$ cat src/rtl/freq_meter.sv
// Counts sig_in rising edges over a GATE_CYCLES window, latches packed BCD; optional FREQ_METER_SCAN_EN 7-seg scan.
// Latency: sig_in rise counted on the 3rd clk edge; result/ovf/valid update one cycle after the last gate cycle.
// Backpressure: none; valid is a 1-cycle pulse, hold freezes result/ovf while counting continues.
module freq_meter #(
  parameter int GATE_CYCLES = 50_000_000,
  parameter int DIGITS      = 6
`ifdef FREQ_METER_SCAN_EN
  ,
  parameter int SCAN_CYCLES = 50_000
`endif
) (
  input  logic                clk_50MHz,
  input  logic                rst,
  input  logic                sig_in,
  input  logic                hold,
  output logic [4*DIGITS-1:0] result,
  output logic                ovf,
  output logic                valid
`ifdef FREQ_METER_SCAN_EN
  ,
  output logic [7:0]          sel,
  output logic [7:0]          seg
`endif
);

  localparam int GW = $clog2(GATE_CYCLES);

  typedef enum logic {COUNT, LATCH} state_t;

  state_t              state;
  logic                s1, s2, s3;
  logic                sig_rise;
  logic [GW-1:0]       gcnt;
  logic                last_gate;
  logic [4*DIGITS-1:0] count, count_inc, count_n;
  logic                sat, sat_n;
  logic                carry;

  assign sig_rise  = s2 & ~s3;
  assign last_gate = (gcnt == GW'(GATE_CYCLES - 1));

  // Ripple BCD increment; a carry out of the top digit means all-9s, so saturate instead.
  always_comb begin
    count_inc = count;
    carry     = 1'b1;
    for (int i = 0; i < DIGITS; i++) begin
      if (carry) begin
        if (count[4*i +: 4] == 4'd9) begin
          count_inc[4*i +: 4] = 4'd0;
        end else begin
          count_inc[4*i +: 4] = count[4*i +: 4] + 4'd1;
          carry = 1'b0;
        end
      end
    end
    count_n = count;
    sat_n   = sat;
    if (sig_rise) begin
      if (carry) sat_n = 1'b1;
      else       count_n = count_inc;
    end
  end

  always_ff @(posedge clk_50MHz) begin
    if (rst) begin
      s1     <= 1'b0;
      s2     <= 1'b0;
      s3     <= 1'b0;
      gcnt   <= '0;
      count  <= '0;
      sat    <= 1'b0;
      state  <= COUNT;
      result <= '0;
      ovf    <= 1'b0;
      valid  <= 1'b0;
    end else begin
      s1    <= sig_in;
      s2    <= s1;
      s3    <= s2;
      gcnt  <= last_gate ? '0 : gcnt + GW'(1);
      valid <= 1'b0;
      count <= count_n;
      sat   <= sat_n;
      case (state)
        COUNT: begin
          if (last_gate) begin
            // The closing cycle's edge goes into result; the new window starts empty.
            state <= LATCH;
            count <= '0;
            sat   <= 1'b0;
            if (!hold) begin
              result <= count_n;
              ovf    <= sat_n;
              valid  <= 1'b1;
            end
          end
        end
        LATCH:   state <= COUNT;
        default: state <= COUNT;
      endcase
    end
  end

`ifdef FREQ_METER_SCAN_EN
  localparam int SW = (SCAN_CYCLES > 1) ? $clog2(SCAN_CYCLES) : 1;

  logic [SW-1:0] scan_cnt;
  logic [2:0]    dig;
  logic [3:0]    cur;

  assign cur = result[4*dig +: 4];

  function automatic logic [6:0] seg7(input logic [3:0] d);
    case (d)
      4'd0:    seg7 = 7'h3F;
      4'd1:    seg7 = 7'h06;
      4'd2:    seg7 = 7'h5B;
      4'd3:    seg7 = 7'h4F;
      4'd4:    seg7 = 7'h66;
      4'd5:    seg7 = 7'h6D;
      4'd6:    seg7 = 7'h7D;
      4'd7:    seg7 = 7'h07;
      4'd8:    seg7 = 7'h7F;
      4'd9:    seg7 = 7'h6F;
      default: seg7 = 7'h00;
    endcase
  endfunction

  always_ff @(posedge clk_50MHz) begin
    if (rst) begin
      scan_cnt <= '0;
      dig      <= 3'd0;
      sel      <= 8'hFF;
      seg      <= 8'hFF;
    end else begin
      if (scan_cnt == SW'(SCAN_CYCLES - 1)) begin
        scan_cnt <= '0;
        dig      <= (dig == 3'(DIGITS - 1)) ? 3'd0 : dig + 3'd1;
      end else begin
        scan_cnt <= scan_cnt + SW'(1);
      end
      sel <= ~(8'h01 << dig);
      seg <= {~((dig == 3'd0) & ovf), ~seg7(cur)};
    end
  end
`endif

endmodule
$ cat config.mk
export PLATFORM = sky130hd
export DESIGN_NAME = freq_meter
export DESIGN_NICKNAME = d
export VERILOG_FILES = /design/src/rtl/freq_meter.sv
export SDC_FILE = /design/constraint.sdc
export NUM_CORES = 1
export LEC_CHECK = 0
export CORE_ASPECT_RATIO = 0.5
export CORE_MARGIN = 4
export CORE_UTILIZATION = 57
export CTS_CLUSTER_DIAMETER = 50
export DETAILED_ROUTE_END_ITERATION = 10
export PLACE_DENSITY = 0.78
export SETUP_SLACK_MARGIN = 0.3
export SLEW_MARGIN = 40
export SYNTH_ARGS = -nofsm -noshare
export SYNTH_HDL_FRONTEND = slang
export SYNTH_SLANG_ARGS = --single-unit
$ cat constraint.sdc
create_clock -name clk_50MHz -period 2.15 [get_ports clk_50MHz]
set_input_delay 0.645 -clock clk_50MHz [delete_from_list [all_inputs] [get_ports clk_50MHz]]
set_output_delay 0.645 -clock clk_50MHz [all_outputs]
set_load 0.005 [all_outputs]
Word-level counts from Yosys, hierarchy flattened
Cells that the tools add are included.

cells by class
  bitwise logic cells = 5
  reductions and logical operators = 3
  $add $sub $neg = 7
  mux-type cells = 33
  eq/ne operators = 7

operators with widths
  cell                   number
  $mux 24                4
  $mux 4                 11
  $add 26x1->26 const B  1
  $eq 26x26->1 const B   1
  $add 4x1->4 const B    6
  $eq 4x4->1 const B     6
  $mux 1                 17
  $not 1->1              4
  $reduce_and 3->1       1
  $reduce_or 3->1        1
  $pmux 1 s2             1
  $reduce_or 2->1        1
  $and 1x1->1            1

word-level totals
  bits of input ports = 4
  flip-flop bits (word level) = 81
  output and inout port bits = 26
  logic and storage cells = 65

Logic depth before layout (Yosys ltp)
  depth in word-level cells = 11
  mapped depth = 8
  gate-level depth less buffers = 6

Worst setup path before layout
OpenSTA, ideal clock, no wires.

  kind = input to register
  start = in hold
  end = reg result[23]
  data required time = 2.071 ns
  buffers on the path = 2
  path slack = 0.223 ns
  stages = 7
  setup time = 0.079 ns
  data arrival time = 1.848 ns
  cell sequence = nor4bb_1 nand4_1 and4b_1 buf_6 buf_6 nor2_1 a211oi_2

on the way
  longest elaborated chain between the ends = 2

RTL lines
  element                     RTL line  RTL
  start: declaration          15        input logic hold,
  $not 1->1 (no line)         -
  $reduce_and 3->1 (no line)  -
  end signal: assignment      92        result <= count_n;
  end: declaration            16        output logic [4*DIGITS-1:0] result,

No other way between the ends.
A chain may end at the register's enable or synchronous reset.

Worst setup path after layout
  start = reg gcnt[7]
  end = reg result[1]

on the way
  longest elaborated chain between the ends = 2

RTL lines
  element                     RTL line  RTL
  start: declaration          33        logic [GW-1:0] gcnt;
  start signal: assignment    80        gcnt <= last_gate ? '0 : gcnt + GW'(1);
  $eq 26x26->1                40        assign last_gate = (gcnt == GW'(GATE_CYCLES - 1));
  $reduce_and 3->1 (no line)  -

No other way between the ends.

==> flow_metrics.py <==
metrics = {
    "sta": {
        "max_slew_margin": 0.690,
        "tightest_slew_ps": 465,
        "slew_viol_final": 0,
        "setup_viol": 0,
        "hold_viol": 0,
        "finalCriticalPeriod_ps": 1930,
        "fin_ws_ps": 216,
        "timing.fmax_ghz": 0.517,
        "min_period_over_period": 0.899,
        "rsz0062_at_grt": "true",
        "fin_skew_ps": 6.67,
    },
    "global_route": {
        "grt_max_degree": 27,
        "grt_antenna_before_repair": 0,
        "overflow": 0,
        "first_global_vias": 3148,
        "gr-usage-all-layers": 0.242,
        "grt_pass1_wl_mm": 15.0,
    },
    "clock_network": {
        "htree_levels": 3,
        "cts.sinks": 81,
        "root_buffer": "clkbuf_16",
        "cts_made_buffers": 9,
        "cts.reportedPaths.clkPinSlew_ps": 60,
        "cts_tree": "yes",
        "cts_hold_buf": 0,
        "clk-insertion-delay-late_ps": 340,
        "cts_buffer_depth": 2,
    },
    "routing": {
        "drc_errors": 0,
        "drt_iter0_markers": 203,
        "vias": 3249,
        "antenna_left": 0,
        "vias_per_cell": 5.88,
        "route.detailed.wl_per_inst_um": 17.1,
        "wl_mm": 9.47,
        "drtPass1Iterations": 5,
    },
    "logic_synthesis": {
        "synth_area_per_cell_sq_um": 9.08,
        "yosysUniqueCellTypes": 58,
        "yosys_warnings": 0,
        "synth_seq_cells": 81,
        "synthArstFlopShare": 0,
        "ys.flop_type": "dfxtp_1",
        "syn-cell-area_sq_mm": 0.00366,
        "synthesis.nets": 408,
        "yosysSeqAreaShare": 0.443,
        "synth_cells": 403,
        "synth_edf_count": 0,
    },
    "min_path": {
        "hold_class": "reg -> reg",
        "min-delay-start": "s1",
        "worstHoldPathCells": 1,
        "hold_path_end": "s2",
    },
    "power_and_ir_drop": {
        "p_leak_nw": 1.85,
        "power_w": 0.00297,
        "powerDensity_mw_per_mm2": 609,
        "ir_drop_mv": 0.497,
    },
    "critical_path": {
        "reg2reg_slack_ps": 220,
        "max_stage_delay_ps": 540,
        "start_kind": "flop",
        "crit_slowest_cell": "or4b_4",
        "r2r_start": "gcnt[7]",
        "cp_num_buf_inv": 1,
        "cp_max_fo": 7,
        "path_cells": "or4b_4 -> nor4_4 -> and4b_2 -> buf_12 -> mux2i_4 -> nor2_1",
        "worstPathArrival_ps": 2150,
        "r2r-end": "result[1]",
        "r2r_cells": 6,
        "endpoint_kind": "flop",
        "worstPathRequired_ps": 2360,
        "critPathTopFamily": "simple AND/OR/NAND/NOR gates",
        "path_class": "reg -> reg",
    },
    "layout": {
        "synthToLayoutAreaGrowth_pct": 33.2,
        "n_antenna_cell": 0,
        "drive_gt1_frac": 0.277,
        "nets": 467,
    },
    "die": {
        "rows": 20,
        "core_area_sq_mm": 0.00616,
        "start_util": 0.594,
        "die_area_sq_mm": 0.00784,
        "io_pins": 30,
        "die_w_um": 121,
        "dieHeight_um": 64.7,
    },
    "run_status": {
        "status": "completed",
    },
    "placed_design": {
        "gp_congestion": 0.874,
        "dp_worst_setup_slack_ps": -302,
        "dpl.hpwl_mm": 5.82,
        "io_buffers": 29,
    },
    "flow_run": {
        "drv_cap": 0,
    },
}
-- cells in the final DEF (no fill, tap or decap), types with 3 or more instances in the layout --
cell type / synthesis / layout
buf_6: 4 / 5
nor2b_1: 9 / 9
xnor2_1: 11 / 11
o211ai_1: 4 / 4
nor3b_1: 3 / 3
o22ai_2: 0 / 4
nand4_1: 11 / 11
buf_4: 1 / 23
or3_1: 3 / 3
clkbuf_1: 4 / 3
dlymetal6s2s_1: 0 / 9
a211oi_2: 2 / 12
buf_12: 0 / 4
dfxtp_2: 0 / 16
clkbuf_16: 0 / 9
and4_4: 0 / 3
o21ai_0: 14 / 12
and4bb_2: 4 / 3
nor3_1: 6 / 6
nor2_1: 70 / 62
xor2_1: 17 / 17
a21oi_1: 17 / 16
dfxtp_4: 0 / 5
nand3b_1: 3 / 3
mux2i_1: 6 / 3
clkdlybuf4s50_1: 0 / 17
a211oi_1: 13 / 3
inv_1: 8 / 8
nand3_2: 1 / 3
dfxtp_1: 81 / 60
nand2_1: 24 / 23
and3_1: 10 / 10
nor2_4: 0 / 6
nand3_1: 20 / 18
-- cells in the mapped netlist (2+ instances only) --
library cell  instances  area, sq um
xor2_1               17          149
nor3_1                6         30.0
nor4_1                2         12.5
buf_2                 6         30.0
or3_1                 3         18.8
o21ai_0              14         70.1
nand4_1              11         68.8
buf_6                 4         45.0
o21a_1                2         15.0
dfxtp_1              81         1620
nor4bb_1              2         20.0
nor4_2                2         25.0
nand3b_1              3         22.5
xnor2_1              11         96.3
and3_1               10         62.6
and4bb_2              4         50.1
nor2b_1               9         56.3
mux2i_1               6         60.1
nand2b_1              2         12.5
nand2_1              24         90.1
and4_1                5         43.8
a211oi_1             13         97.6
and4b_1               2         20.0
a21oi_1              17         85.1
nor4b_4               2         47.6
and3b_1               2         17.5
inv_1                 8         30.0
o311ai_0              2         17.5
nor2_1               70          263
o22ai_1               5         31.3
a31o_2                2         17.5
o31a_1                2         17.5
o211ai_1              4         30.0
nand3_1              20          100
clkbuf_1              4         15.0
a211oi_2              2         25.0
nor3b_1               3         22.5
-- worst register-to-register path, delay by kind of cell, from the launching register on --
family	cells	cell delay, ps
flops	1	350
simple gates	4	1070
mux	1	240
buf+inv	1	160
-- sequential cells by signal (all words and copies together), names as in the netlist --
register  cells
count        24
gcnt         26
ovf           1
result       24
s1            1
s2            1
s3            1
sat           1
state         1
valid         1
-- kinds of logic (layout without fill, tap and decap cells) --
kind of cell             Yosys count  count (layout)  synth area share
flip-flops                        81              81             0.443
multiplexers                       6               6            0.0164
XOR/XNOR                          28              28            0.0670
adder cells (fa/ha/maj)            1               1           0.00342
buffers and inverters             23              84            0.0349
AND/OR/NAND/NOR                  192             193             0.303
AO/OA/AOI/OAI                     72              72             0.132
-- layout make-up --
| cell class | instances | area [sq um] |
|---|---|---|
| clock buffer | 14 | 264 |
| fill | 383 | 1280 |
| inverter | 8 | 30.0 |
| multi-input combinational | 300 | 2170 |
| sequential | 81 | 1660 |
| tap | 88 | 110 |
| timing repair buffer | 62 | 642 |
-- routing by layer --
| metal | vias to the layer above | part of all wire | track usage | wire length (um) |
|---|---|---|---|---|
| li1 | 1564 | - | - | - |
| met1 | 1550 | 0.42 | 0.286 | 3960 |
| met2 | 113 | 0.50 | 0.424 | 4780 |
| met3 | 22 | 0.060 | 0.0741 | 570 |
| met4 | 0 | 0.018 | 0.0740 | 167 |
| met5 | - | 0 | 0 | 0 |
-- worst max path at each step --
stage	from	end	slack, ps	cells after the start
final	gcnt[7]	result[1]	220	6
after floorplan	hold	result[21]	260	7
after global placement	hold	result[1]	-210	7
after CTS	gcnt[1]	count[15]	220	7
after global routing	gcnt[7]	result[3]	160	7
after detailed placement	hold	result[1]	-300	7
-- through the flow --
step                 util  hold slack (ps)  cell area [sq um]  cells  setup TNS (ps)
floorplan               -              414               3670    403               0
global placement    0.670              422               4120    520           -2840
global route        0.792              474               4870    553               0
detailed placement  0.670              428               4120    520           -4330
CTS                 0.750              429               4620    546               0
finish              0.792              441               4870    553               0
-- what timing repair did --
| action | CTS | global route |
|---|---|---|
| endpoints found under the setup margin | 55 | 85 |
| setup buffers | 11 | 6 |
| pin swaps | 15 | 21 |
| resized for setup | 37 | 65 |
| gates cloned | 1 | 1 |
-- report_power, final --
group          leakage, nW  internal, W   total, W  switching (W)
registers            0.665      0.00150    0.00151     0.00000929
logic                 1.06    0.0000295  0.0000761      0.0000466
clock network        0.129     0.000833    0.00138       0.000545
No activity file was read; power rests on OpenSTA's default activity.
